`config.mk`:
```
export PLATFORM = sky130hd
export DESIGN_NAME = pc_unit
export DESIGN_NICKNAME = d
export VERILOG_FILES = /design/src/rtl/pc_unit.sv
export SDC_FILE = /design/constraint.sdc
export NUM_CORES = 1
export LEC_CHECK = 0
export BUFFER_PORTS_ARGS = -buffer_cell sky130_fd_sc_hd__buf_4
export CAP_MARGIN = 20
export CORE_MARGIN = 4
export CORE_UTILIZATION = 54
export CTS_BUF_LIST = sky130_fd_sc_hd__clkbuf_16
export DETAILED_ROUTE_END_ITERATION = 12
export GPL_TIMING_DRIVEN = 0
export PLACE_DENSITY = 0.88
export SLEW_MARGIN = 20
export SYNTH_ARGS = -nofsm -noshare
export SYNTH_HDL_FRONTEND = slang
export SYNTH_SLANG_ARGS = --single-unit
```
`constraint.sdc`:
```
create_clock -name clk -period 3.3 [get_ports clk]
set_input_delay 0.33 -clock clk [delete_from_list [all_inputs] [get_ports clk]]
set_output_delay 0.33 -clock clk [all_outputs]
set_load 0.005 [all_outputs]
```
`src/rtl/pc_unit.sv`:
```
// Program counter unit: next-PC selection with exception/eret handling
// and a circular return-address stack for call/ret prediction.
module pc_unit #(
    parameter int unsigned      WIDTH        = 32,
    parameter logic [WIDTH-1:0] RESET_VECTOR = '0,
    parameter logic [WIDTH-1:0] EXC_VECTOR   = WIDTH'(32'h0000_0080),
    parameter int unsigned      INC          = 4,
    parameter int unsigned      RAS_DEPTH    = 4
) (
    input  logic             clk,
    input  logic             reset,
    input  logic             PCWrite,
    input  logic             branch_taken,
    input  logic [WIDTH-1:0] branch_target,
    input  logic             jump,
    input  logic [WIDTH-1:0] jump_target,
    input  logic             call,
    input  logic             ret,
    input  logic [WIDTH-1:0] ret_target,
    input  logic             exception,
    input  logic             eret,
    output logic [WIDTH-1:0] PC_o,
    output logic [WIDTH-1:0] EPC_o,
    output logic             ras_empty,
    output logic             ras_full,
    output logic             ret_miss
);

    localparam int unsigned PTR_W = $clog2(RAS_DEPTH);
    localparam int unsigned CNT_W = $clog2(RAS_DEPTH + 1);

    logic [WIDTH-1:0] ras_mem [RAS_DEPTH];
    logic [PTR_W-1:0] top;       // next free slot; top-1 holds the newest entry
    logic [CNT_W-1:0] count;

    logic [WIDTH-1:0] pc_nxt;
    logic [WIDTH-1:0] epc_nxt;
    logic             miss_nxt;
    logic             push;
    logic             pop;
    logic [WIDTH-1:0] pc_seq;
    logic [PTR_W-1:0] top_m1;

    assign pc_seq    = PC_o + WIDTH'(INC);
    assign top_m1    = PTR_W'(top - PTR_W'(1));
    assign ras_empty = (count == '0);
    assign ras_full  = (count == CNT_W'(RAS_DEPTH));

    // Next-PC priority select; exceptions bypass the stall, everything else obeys it
    always_comb begin
        pc_nxt   = PC_o;
        epc_nxt  = EPC_o;
        miss_nxt = 1'b0;
        push     = 1'b0;
        pop      = 1'b0;
        if (exception) begin
            epc_nxt = PC_o;
            pc_nxt  = EXC_VECTOR;
        end else if (PCWrite) begin
            if (eret) begin
                pc_nxt = EPC_o;
            end else if (ret) begin
                if (ras_empty) begin
                    pc_nxt   = ret_target;
                    miss_nxt = 1'b1;
                end else begin
                    pc_nxt = ras_mem[top_m1];
                    pop    = 1'b1;
                end
            end else if (call) begin
                pc_nxt = jump_target;
                push   = 1'b1;
            end else if (jump) begin
                pc_nxt = jump_target;
            end else if (branch_taken) begin
                pc_nxt = branch_target;
            end else begin
                pc_nxt = pc_seq;
            end
        end
    end

    // PC, EPC, miss flag and RAS bookkeeping
    always_ff @(posedge clk or negedge reset) begin
        if (!reset) begin
            PC_o     <= RESET_VECTOR;
            EPC_o    <= '0;
            ret_miss <= 1'b0;
            top      <= '0;
            count    <= '0;
        end else begin
            PC_o     <= pc_nxt;
            EPC_o    <= epc_nxt;
            ret_miss <= miss_nxt;
            if (push) begin
                top <= PTR_W'(top + PTR_W'(1));
                if (!ras_full) begin
                    count <= CNT_W'(count + CNT_W'(1));
                end
            end else if (pop) begin
                top   <= top_m1;
                count <= CNT_W'(count - CNT_W'(1));
            end
        end
    end

    // RAS storage; a push into a full stack overwrites the oldest slot
    always_ff @(posedge clk) begin
        if (reset && push) begin
            ras_mem[top] <= pc_seq;
        end
    end

endmodule

```
==> summary.md, run 1 <==
| Metric | Value |
|---|---|
| Status | `finished clean` |
| Clock sink total | `198` |
| Root Driver | `clkbuf_16` |
| First-pass GRT wire length | `slightly below 50,000 um` |
| Post-Synthesis Cells | `786` |
| Asr flop ratio synth | `0.354` |
| CP Class | `register to register` |
| Final Max Slew Viols | `0` |
| #FFs+latches synth | `198` |
| Switch Pwr | `2.36 mW` |
| Worst-path clk slew | `0.07 ns` |
| Fin nets | `between 1,000 and 1,500` |
| H-tree depth | `4` |
| Largest stage delay, worst path | `0.51 ns` |
| Gr usage total | `0.335` |
| Pint | `4.94 mW` |
| F_max | `0.328 GHz` |
| DRC errors left | `0` |
| I/O Buffers | `169` |
| Clk_lat worst skew | `0.45 ns` |
| Layout cells sized above 1 | `0.294` |
| Clock Skew | `about 0.012 ns` |
| Multiplexer area fraction after synthesis | `0.122` |
| Largest net degree at the start of global routing | `75` |
| Initial DRC count | `1,491` |
| Antenna Nets Post-Route | `0` |
| Combinational Power Share | `0.307` |
| Fin crit share | `0.925` |
| Die ar. | `0.0200 mm^2` |
| N_diodes | `0` |
| Die Ht | `142 um` |
| RSZ-0062 raised after global routing | `false` |
| Max clock buf depth | `2` |
| Post-Synth XOR/XNOR Area | `0.0299` |
| Crit path cell chain | `buf_2 > clkbuf_4 > inv_1 > ha_1 > clkbuf_2 > mux4_2 > nand2_1 > nand3_1 > o211ai_1 > o22ai_1` |
| Max FO, Critical Path | `10` |
| FP Rows | `48` |
| Final Routed Wirelength | `~34,000 um` |
| # fillers | `between 1,000 and 1,500` |
| Hold slack | `between 0.15 and 0.2 ns` |
| Largest family of logic cells by synthesized area | `simple AND/OR/NAND/NOR gates` |
| Final worst setup slack | `0.249 ns` |
| Grt ovf | `0` |
| Final setup viols | `0` |
| I/O pins | `between 150 and 200` |
| Synth Area in Compound Gates | `0.105` |
| CTS buffer count | `17` |
| Post-synth top area share | `0.399` |
| Worst Setup End Kind | `register` |
| WP data arrival | `3.34 ns` |
| Drt via density | `~6.8` |
| Vias in the first global route | `8,072` |
| Yosys cell types | `56` |
| Seq pwr share | `0.412` |
| Leading cell types by total area after synthesis | `edfxtp_1 40%, dfrtp_1 18%, mux4_2 7.5%, nand2_1 3.8%, mux2_2 3.6%` |
| Area growth, synth to finish | `23.3%` |
| TritonCTS clock tree | `yes` |
| Pwr Density | `~620 mW/mm^2` |
| Area of the mapped netlist | `0.00963 mm^2` |
| Slew HR | `0.353` |
| Worst hold-check path type | `primary input to register` |
| Synth Warn # | `0` |
| Main flop type after synthesis | `edfxtp_1` |
| Core area | `0.0174 mm^2` |
| Worst-Margin Slew | `0.970 ns` |
| Die width | `142 um` |
| CP top delay family | `buffers and inverters` |
| Pre-antenna DRT Iters | `7` |
| Post-place setup slack | `-0.244 ns` |
| Leakage | `4.80 nW` |
| Area share of and/or/nand/nor cells after synthesis | `0.123` |
| Gp weighted congestion | `slightly above 1` |
| Post-synth top area cell | `edfxtp_1` |
| Antenna violations before repair | `0` |
| Post-synth EDFFs | `128` |
| Critical Path Slowest Stage Cell | `ha_1` |
| Worst path buffer plus inverter count | `4` |
| WP data required | `3.59 ns` |
| Final Hold Vio Count | `0` |
| Initial core utilization | `0.555` |
| Post-Syn Nets | `between 800 and 900` |
| Post-Synth Adder-Cell Area | `0.00858` |
| Fin crit period | `3.05 ns` |
| Critical Path Source Type | `register` |
| Clk pwr share | `0.282` |
| Syn_area_per_cell | `about 12 um^2` |
| Seq/Total Area, Yosys | `0.581` |
| VDD IR-drop max | `0.433 mV` |
| Setup_tns | `0 ns` |
| Max-Cap Viols | `0` |
| Detailed Place HPWL | `around 23,000 um` |
| Via count | `8,277` |
| Net Sw Frac | `0.324` |
| DR WL/cell | `27.7 um` |
[path summary, 6_finish.rpt]
| check | startpoint | end | slack (ns) | depth (start not counted) |
|---|---|---|---|---|
| min | jump_target[7] | PC_o[7]$_DFFE_PN0P_ | 0.19 | 3 |
| max | top[0]$_DFFE_PN0P_ | PC_o[23]$_DFFE_PN0P_ | 0.25 | 10 |
| max in group asynchronous | reset | EPC_o[27]$_DFFE_PN0P_ | 2.34 | 3 |
| min in group asynchronous | reset | PC_o[9]$_DFFE_PN0P_ | 0.35 | 2 |
| max reg2reg | top[0]$_DFFE_PN0P_ | PC_o[23]$_DFFE_PN0P_ | 0.25 | 10 |
| min reg2reg | count[2]$_DFFE_PN0P_ | count[2]$_DFFE_PN0P_ | 0.49 | 1 |
[cell type report]
| class | instances | area [um^2] | share of cell area |
|---|---|---|---|
| clock inverters | 14 | 136 | 0.0115 |
| well taps | 225 | 282 | 0.0237 |
| multi-input cells | 515 | 3740 | 0.315 |
| clock buffers | 17 | 425 | 0.0358 |
| plain buffers | 58 | 246 | 0.0208 |
| repair buffers | 175 | 1390 | 0.117 |
| flip-flops and latches | 198 | 5600 | 0.471 |
| inverters | 14 | 52.6 | 0.00443 |
[layout by cell type (no fill, tap or decap), types with 17 or more instances in the layout]
master,count
xnor2_1,18
a21oi_1,27
nor2b_1,22
nand2_1,98
mux2_2,31
a31oi_1,30
nand3_1,32
clkbuf_1,35
o21ai_0,33
clkbuf_16,17
buf_4,172
nor2_1,47
mux4_2,32
dfrtp_1,70
edfxtp_1,128
[timing repair]
item,in CTS,in global routing
buffers inserted,0,0
hold endpoints to repair,0,22
endpoints found under the setup margin,28,28
gates resized for setup,3,1
hold buffers,0,1
[power groups by stage]
stage / logic, mW / clock network (mW) / registers [mW]
6_report: 2.24 / 2.06 / 3.01
5_1_grt: 2.39 / 2.14 / 3.02
4_1_cts: 2.19 / 2.03 / 2.99
3_5_place_dp: 2.17 / 0 / 3.04
3_3_place_gp: 2.08 / 0 / 3.04
2_1_floorplan: 1.38 / 0 / 2.99
[logic make-up after synthesis]
logic type                 after synthesis
buffers and inverters                   73
xor gates and xnor gates                32
AOI/OAI and AO/OA                      158
muxes                                   73
DFF                                    198
adders and majority gates                6
and+or+nand+nor                        246
[tightest hold or removal path: stages]
cell and delay (ns):
buf_4 0.11, nand2_1 0.08, a31oi_1 0.08
[routing by layer]
metal | wire length (um) | GRT usage | part of all wire
met1 | 11100 | 0.439 | 0.33
met5 | 0 | 0 | 0
met2 | 15800 | 0.528 | 0.47
met3 | 5070 | 0.0967 | 0.15
met4 | 1710 | 0.142 | 0.051
[sequential cells by signal, summed over array words and instances (netlist names)]
signal    flops
EPC_o        32
PC_o         32
count         3
ras_mem     128
ret_miss      1
top           2
[cells in the mapped netlist, drive strengths merged, types with 6 or more instances]
master	instances
nand4	6
nor3	8
nor2	47
o21ai	33
xor2	14
clkbuf	38
o211ai	11
nor2b	22
xnor2	18
dfrtp	70
o22ai	14
mux4	32
a211oi	11
mux2	31
and3	11
mux2i	10
a21oi	27
edfxtp	128
nand2	98
inv	13
buf	21
nand3	33
a31oi	30
[per-stage QoR]
stage          utilization  instances  area (um^2)  total power, mW
2_1_floorplan            -        786         9630             4.37
3_3_place_gp         0.644       1180        11200             5.11
3_5_place_dp         0.649       1184        11300             5.21
4_1_cts              0.682       1215        11800             7.21
5_1_grt              0.684       1216        11900             7.55
6_report             0.684       1216        11900             7.30
Note: power is estimated with default switching activity, not from simulation.
==> run 2, diff against run 1 <==
==> constraint.sdc (replaced) <==
create_clock -name clk -period 3.3 [get_ports clk]
set_input_delay 0.66 -clock clk [delete_from_list [all_inputs] [get_ports clk]]
set_output_delay 0.66 -clock clk [all_outputs]
set_load 0.005 [all_outputs]
==> summary.md, run 2 (synthesis gave the netlist of run 1 again) <==
| Metric | Value |
|---|---|
| Status | `finished clean` |
| Drt via density | `6.79 (-0.20%)` |
| DRC errors left | `0 (unchanged)` |
| Switch Pwr | `2.37 mW (+0.11%)` |
| Fin crit period | `3.11 ns (+0.0556 ns)` |
| Core area | `0.0174 mm^2 (unchanged)` |
| Seq pwr share | `0.412 (about the same)` |
| Combinational Power Share | `0.308 (about the same)` |
| Initial core utilization | `0.555 (unchanged)` |
| Setup_tns | `0 ns (unchanged)` |
| Total setup buffers inserted after CTS | `0 (unchanged)` |
| Max FO, Critical Path | `10 (unchanged)` |
| Pwr Density | `616 mW/mm^2 (+0.11%)` |
| WP data required | `2.64 ns (-0.95 ns)` |
| Pre-antenna DRT Iters | `8 (+1)` |
| Antenna Nets Post-Route | `0 (unchanged)` |
| N_diodes | `0 (unchanged)` |
| Root Driver | `clkbuf_16` |
| Via count | `8,254 (-0.28%)` |
| Fin crit share | `0.941 (+0.0168)` |
| Most frequent cells in the layout | `172 x buf_4, 128 x edfxtp_1, 98 x nand2_1, 70 x dfrtp_1, 47 x nor2_1` |
| Fin nets | `1,089 (-0.092%)` |
| Worst-Margin Slew | `0.997 ns (+0.0262 ns)` |
| Largest register FFs | `128 (unchanged)` |
| Die Ht | `142 um (unchanged)` |
| CP Class | `register to primary output` |
| Area growth, synth to finish | `23.2% (about the same)` |
| Die ar. | `0.0200 mm^2 (unchanged)` |
| Clk_lat worst skew | `0.45 ns (about the same)` |
| Largest net degree at the start of global routing | `75 (unchanged)` |
| Critical Path Source Type | `register` |
| Detailed Place HPWL | `23,300 um (unchanged)` |
| I/O pins | `172 (unchanged)` |
| Final Routed Wirelength | `33,500 um (-0.51%)` |
| Worst-path clk slew | `0.07 ns (about the same)` |
| Fin area | `0.0119 mm^2 (about the same)` |
| Max clock buf depth | `2 (unchanged)` |
| Clk pwr share | `0.280 (-0.002)` |
| Clock Skew | `0.00861 ns (-0.00308 ns)` |
| Initial DRC count | `1,468 (-1.5%)` |
| VDD IR-drop max | `0.436 mV (+0.86%)` |
| Final setup viols | `0 (unchanged)` |
| Grt ovf | `0 (unchanged)` |
| Die width | `142 um (unchanged)` |
| Worst Setup End Kind | `primary output` |
| Slew HR | `0.336 (-0.0175)` |
| Gr usage total | `0.335 (unchanged)` |
| First-pass GRT wire length | `49,100 um (unchanged)` |
| F_max | `0.322 GHz (-1.8%)` |
| Net Sw Frac | `0.324 (about the same)` |
| DR WL/cell | `27.5 um (-0.43%)` |
| Pint | `4.93 mW (about the same)` |
| Biggest regs | `ras_mem x128, EPC_o x32, PC_o x32` |
| Final core utilization | `0.683 (about the same)` |
| TritonCTS clock tree | `yes` |
| Gp weighted congestion | `1.02 (unchanged)` |
| Leakage | `4.80 nW (about the same)` |
| Layout cells sized above 1 | `0.294 (+0.000297)` |
| Largest register by flop count | `ras_mem` |
| FP Rows | `48 (unchanged)` |
| Max-Cap Viols | `0 (unchanged)` |
| Worst hold-check path type | `primary input to async pin` |
| Cts hold-fix bufs | `0 (unchanged)` |
| RSZ-0062 raised after global routing | `false` |
| H-tree depth | `4 (unchanged)` |
| CTS buffer count | `17 (unchanged)` |
| Placed Area | `0.0113 mm^2 (unchanged)` |
| R2R Setup Slk | `0.20 ns (-0.05 ns)` |
| I/O Buffers | `169 (unchanged)` |
| Final Max Slew Viols | `0 (unchanged)` |
| Vias in the first global route | `8,072 (unchanged)` |
| Clock sink total | `198 (unchanged)` |
| Antenna violations before repair | `0 (unchanged)` |
| Most common cell after layout, fill and taps aside | `buf_4` |
| Hold slack | `0.130 ns (-0.0620 ns)` |
| Final Hold Vio Count | `0 (unchanged)` |
| WP data arrival | `2.45 ns (-0.89 ns)` |
-- run 2: changes by cell type in the layout (fill, tap and decap cells not counted) --
cell and delta:
dlygate4sd3_1 -1
-- run 2: area by class of cell --
type                    instances  area, um^2
flip-flops and latches        198        5600
fillers                      1210        5500
multi-input cells             515        3740
repair buffers                174        1380
clock buffers                  17         425
well taps                     225         282
plain buffers                  58         246
clock inverters                14         136
inverters                      14        52.6
-- run 2: worst paths after layout --
| check | startpoint | cells after the start | end |
|---|---|---|---|
| setup / recovery | count[0]$_DFFE_PN0P_ | 5 | ras_empty |
| hold / removal | reset | 1 | PC_o[9]$_DFFE_PN0P_ |
| setup reg to reg | top[0]$_DFFE_PN0P_ | 10 | PC_o[21]$_DFFE_PN0P_ |
| hold reg to reg | count[2]$_DFFE_PN0P_ | 1 | count[2]$_DFFE_PN0P_ |
| max in group asynchronous | reset | 2 | EPC_o[27]$_DFFE_PN0P_ |
| min in group clk | count[2]$_DFFE_PN0P_ | 1 | count[2]$_DFFE_PN0P_ |
-- run 2: power by group through the flow --
stage          clock network [mW]  logic [mW]  registers, mW
6_report                     2.05        2.25           3.00
5_1_grt                      2.14        2.39           3.02
4_1_cts                      2.03        2.19           2.99
3_5_place_dp                    0        2.17           3.04
3_3_place_gp                    0        2.08           3.04
2_1_floorplan                   0        1.38           2.99
-- run 2: what timing repair did --
| action | 4_1_cts | 5_1_grt |
|---|---|---|
| setup endpoints to repair | 28 | 28 |
| gates cloned | 0 | 0 |
| resized for setup | 3 | 1 |
-- run 2: per-stage QoR --
| step | std cells | total power [mW] | setup WS, ns |
|---|---|---|---|
| global route | 1215 | 7.55 | 0.0444 |
| CTS | 1215 | 7.21 | 0.0123 |
| finish | 1215 | 7.30 | 0.193 |
| global placement | 1180 | 5.11 | -0.638 |
| floorplan | 786 | 4.37 | 0.448 |
| detailed placement | 1184 | 5.21 | -0.244 |
-- run 2: critical path: stages, from the launching register on --
cell,delay (ns)
dfrtp_1,0.44
or3_1,0.37
buf_2,0.19
inv_2,0.21
buf_1,0.54
buf_4,0.23
-- run 2: per-layer routing --
metal | share of wire | GRT usage | wire (um)
met1 | 0.33 | 0.439 | 11200
met2 | 0.47 | 0.528 | 15600
met3 | 0.15 | 0.0967 | 4910
met4 | 0.053 | 0.142 | 1770
met5 | 0 | 0 | 0
==> run 3, diff against run 2 <==
--- a/config.mk
+++ b/config.mk
@@ -12,6 +12,7 @@
 export CTS_BUF_LIST = sky130_fd_sc_hd__clkbuf_16
 export DETAILED_ROUTE_END_ITERATION = 12
 export GPL_TIMING_DRIVEN = 0
+export MAX_ROUTING_LAYER = met4
 export PLACE_DENSITY = 0.88
 export SLEW_MARGIN = 20
 export SYNTH_ARGS = -nofsm -noshare
==> summary.md, run 3 (synthesis gave the netlist of run 1 again) <==
| Metric | Value |
|---|---|
| Clk pwr share | `0.269 (-0.011)` |
| Via count | `8,290 (+0.44%)` |
| Seq pwr share | `0.420 (+0.008)` |
| Clock sink total | `198 (unchanged)` |
| Gp weighted congestion | `1.03 (+1.8%)` |
| Final setup viols | `0 (unchanged)` |
| VDD IR-drop max | `0.460 mV (+5.5%)` |
| I/O pins | `172 (unchanged)` |
| Final Hold Vio Count | `0 (unchanged)` |
| Worst-path clk slew | `0.07 ns (about the same)` |
| Antenna Nets Post-Route | `0 (unchanged)` |
| N_diodes | `0 (unchanged)` |
| Status | `finished clean` |
| # fillers | `1,215 (+0.41%)` |
| Multi-input gate area | `0.00374 mm^2 (unchanged)` |
| Antenna violations before repair | `0 (unchanged)` |
| Layout Cells excl Fill | `1,215 (unchanged)` |
| RSZ-0062 raised after global routing | `false` |
| Area growth, synth to finish | `22.6%` |
| Worst path buffer plus inverter count | `4 (unchanged)` |
| Largest net degree at the start of global routing | `75 (unchanged)` |
| Pint | `4.84 mW (-1.8%)` |
| CP Class | `register to primary output` |
| Final Max Slew Viols | `0 (unchanged)` |
| Post-place setup slack | `-0.127 ns (+0.117 ns)` |
| Detailed Place HPWL | `23,000 um (-1.2%)` |
| Vias in the first global route | `8,191 (+1.5%)` |
| Reg area | `0.00560 mm^2 (unchanged)` |
| Grt ovf | `0 (unchanged)` |
| CTS buffer count | `17 (unchanged)` |
| Stages on worst setup path | `5 (unchanged)` |
| Largest register by flop count | `ras_mem` |
| Pre-antenna DRT Iters | `8 (unchanged)` |
| Max-Cap Viols | `0 (unchanged)` |
| Fin nets | `1,088 (-0.092%)` |
| Biggest regs | `ras_mem x128, EPC_o x32, PC_o x32` |
| Dpl cells | `1,184 (unchanged)` |
| Die ar. | `0.0200 mm^2 (unchanged)` |
| Final worst setup slack | `0.229 ns (+0.0357 ns)` |
| Setup_tns | `0 ns (unchanged)` |
| WP data required | `2.64 ns (about the same)` |
| Slew HR | `0.379 (+0.0436)` |
| Root Driver | `clkbuf_16` |
| Worst Setup End Kind | `primary output` |
| Largest register FFs | `128 (unchanged)` |
| Max FO, Critical Path | `10 (unchanged)` |
| First-pass GRT wire length | `48,900 um (-0.36%)` |
| Drt via density | `6.82 (+0.44%)` |
| DR WL/cell | `27.4 um (-0.34%)` |
| Fin crit period | `3.07 ns (-0.0357 ns)` |
| Most common cell after layout, fill and taps aside | `buf_4` |
| Final Routed Wirelength | `33,300 um (-0.34%)` |
| Initial core utilization | `0.555 (unchanged)` |
| Critical Path Slowest Stage Cell | `buf_1` |
| WP data arrival | `2.41 ns (-0.04 ns)` |
| Worst Reg-to-Reg Cells | `10 (unchanged)` |
| Max clock buf depth | `2 (unchanged)` |
| Crit path cell chain | `or3_1 > buf_2 > inv_2 > buf_1 > buf_4` |
| Largest stage delay, worst path | `0.53 ns (about the same)` |
| Worst-Margin Slew | `0.931 ns (-0.0654 ns)` |
| Core area | `0.0174 mm^2 (unchanged)` |
| Die Ht | `142 um (unchanged)` |
| Combinational Power Share | `0.311 (+0.003)` |
| Clock Skew | `0.00957 ns (+0.000966 ns)` |
| Layout cells sized above 1 | `0.291 (-0.00303)` |
| Initial DRC count | `1,363 (-7.2%)` |
| Critical Path Source Type | `register` |
| CP top delay family | `buffers and inverters` |
| F_max | `0.326 GHz (+1.2%)` |
| I/O Buffers | `169 (unchanged)` |
| Leakage | `4.78 nW (-0.31%)` |
| Worst hold-check path type | `primary input to async pin` |
| TritonCTS clock tree | `yes` |
| Switch Pwr | `2.31 mW (-2.3%)` |
| Clk_lat worst skew | `0.44 ns (about the same)` |
| Fin crit share | `0.931 (-0.0108)` |
| Die width | `142 um (unchanged)` |
| Gr usage total | `0.342 (+0.00692)` |
| DRC errors left | `0 (unchanged)` |
| Pwr Density | `606 mW/mm^2 (-1.5%)` |
| Net Sw Frac | `0.323 (-0.00102)` |
| FP Rows | `48 (unchanged)` |
| H-tree depth | `4 (unchanged)` |
| Most frequent cells in the layout | `171 x buf_4, 128 x edfxtp_1, 98 x nand2_1, 70 x dfrtp_1, 47 x nor2_1` |
-- run 3: power by group through the flow --
stage / Clock (mW) / Sequential (mW) / Combinational (mW)
floorplan: 0 / 2.99 / 1.38
global placement: 0 / 3.04 / 2.08
detailed placement: 0 / 3.04 / 2.15
CTS: 1.91 / 2.99 / 2.18
global route: 2.01 / 3.02 / 2.36
finish: 1.93 / 3.00 / 2.23
-- run 3: layer usage --
| layer | global-route usage | up-vias | routed length (um) |
|---|---|---|---|
| li1 | - | 3324 | - |
| met1 | 0.425 | 3897 | 10900 |
| met2 | 0.526 | 878 | 15300 |
| met3 | 0.0974 | 191 | 5150 |
| met4 | 0.152 | 0 | 1980 |
| met5 | - | - | 0 |
-- run 3: path summary, 6_finish.rpt --
path,start,slack [ns],endpoint
hold reg to reg,count[2]$_DFFE_PN0P_,0.48,count[2]$_DFFE_PN0P_
max in group asynchronous,reset,2.49,EPC_o[0]$_DFFE_PN0P_
hold / removal,reset,0.25,PC_o[9]$_DFFE_PN0P_
setup reg to reg,top[0]$_DFFE_PN0P_,0.28,PC_o[20]$_DFFE_PN0P_
setup / recovery,count[0]$_DFFE_PN0P_,0.23,ras_empty
min in group clk,count[2]$_DFFE_PN0P_,0.48,count[2]$_DFFE_PN0P_
-- run 3: what timing repair did --
item	in CTS	in global routing
setup endpoints to repair	28	27
gates resized for setup	3	1
buffers inserted	0	0
hold endpoints to repair	0	0
hold buffers	0	0
-- run 3: stage by stage --
step	power [mW]	area (um^2)	util	hold WS [ns]
global route	7.38	11800	0.680	0.323
finish	7.16	11800	0.680	0.251
global placement	5.11	11200	0.644	0.461
floorplan	4.37	9630	-	0.364
CTS	7.08	11800	0.680	0.439
detailed placement	5.19	11300	0.649	0.471
-- run 3: cell type report --
class / count / area share
inverters: 14 / 0.00445
multi-input cells: 515 / 0.317
plain buffers: 58 / 0.0209
clock inverters: 15 / 0.00869
repair buffers: 173 / 0.115
flip-flops and latches: 198 / 0.474
well taps: 225 / 0.0239
clock buffers: 17 / 0.0360
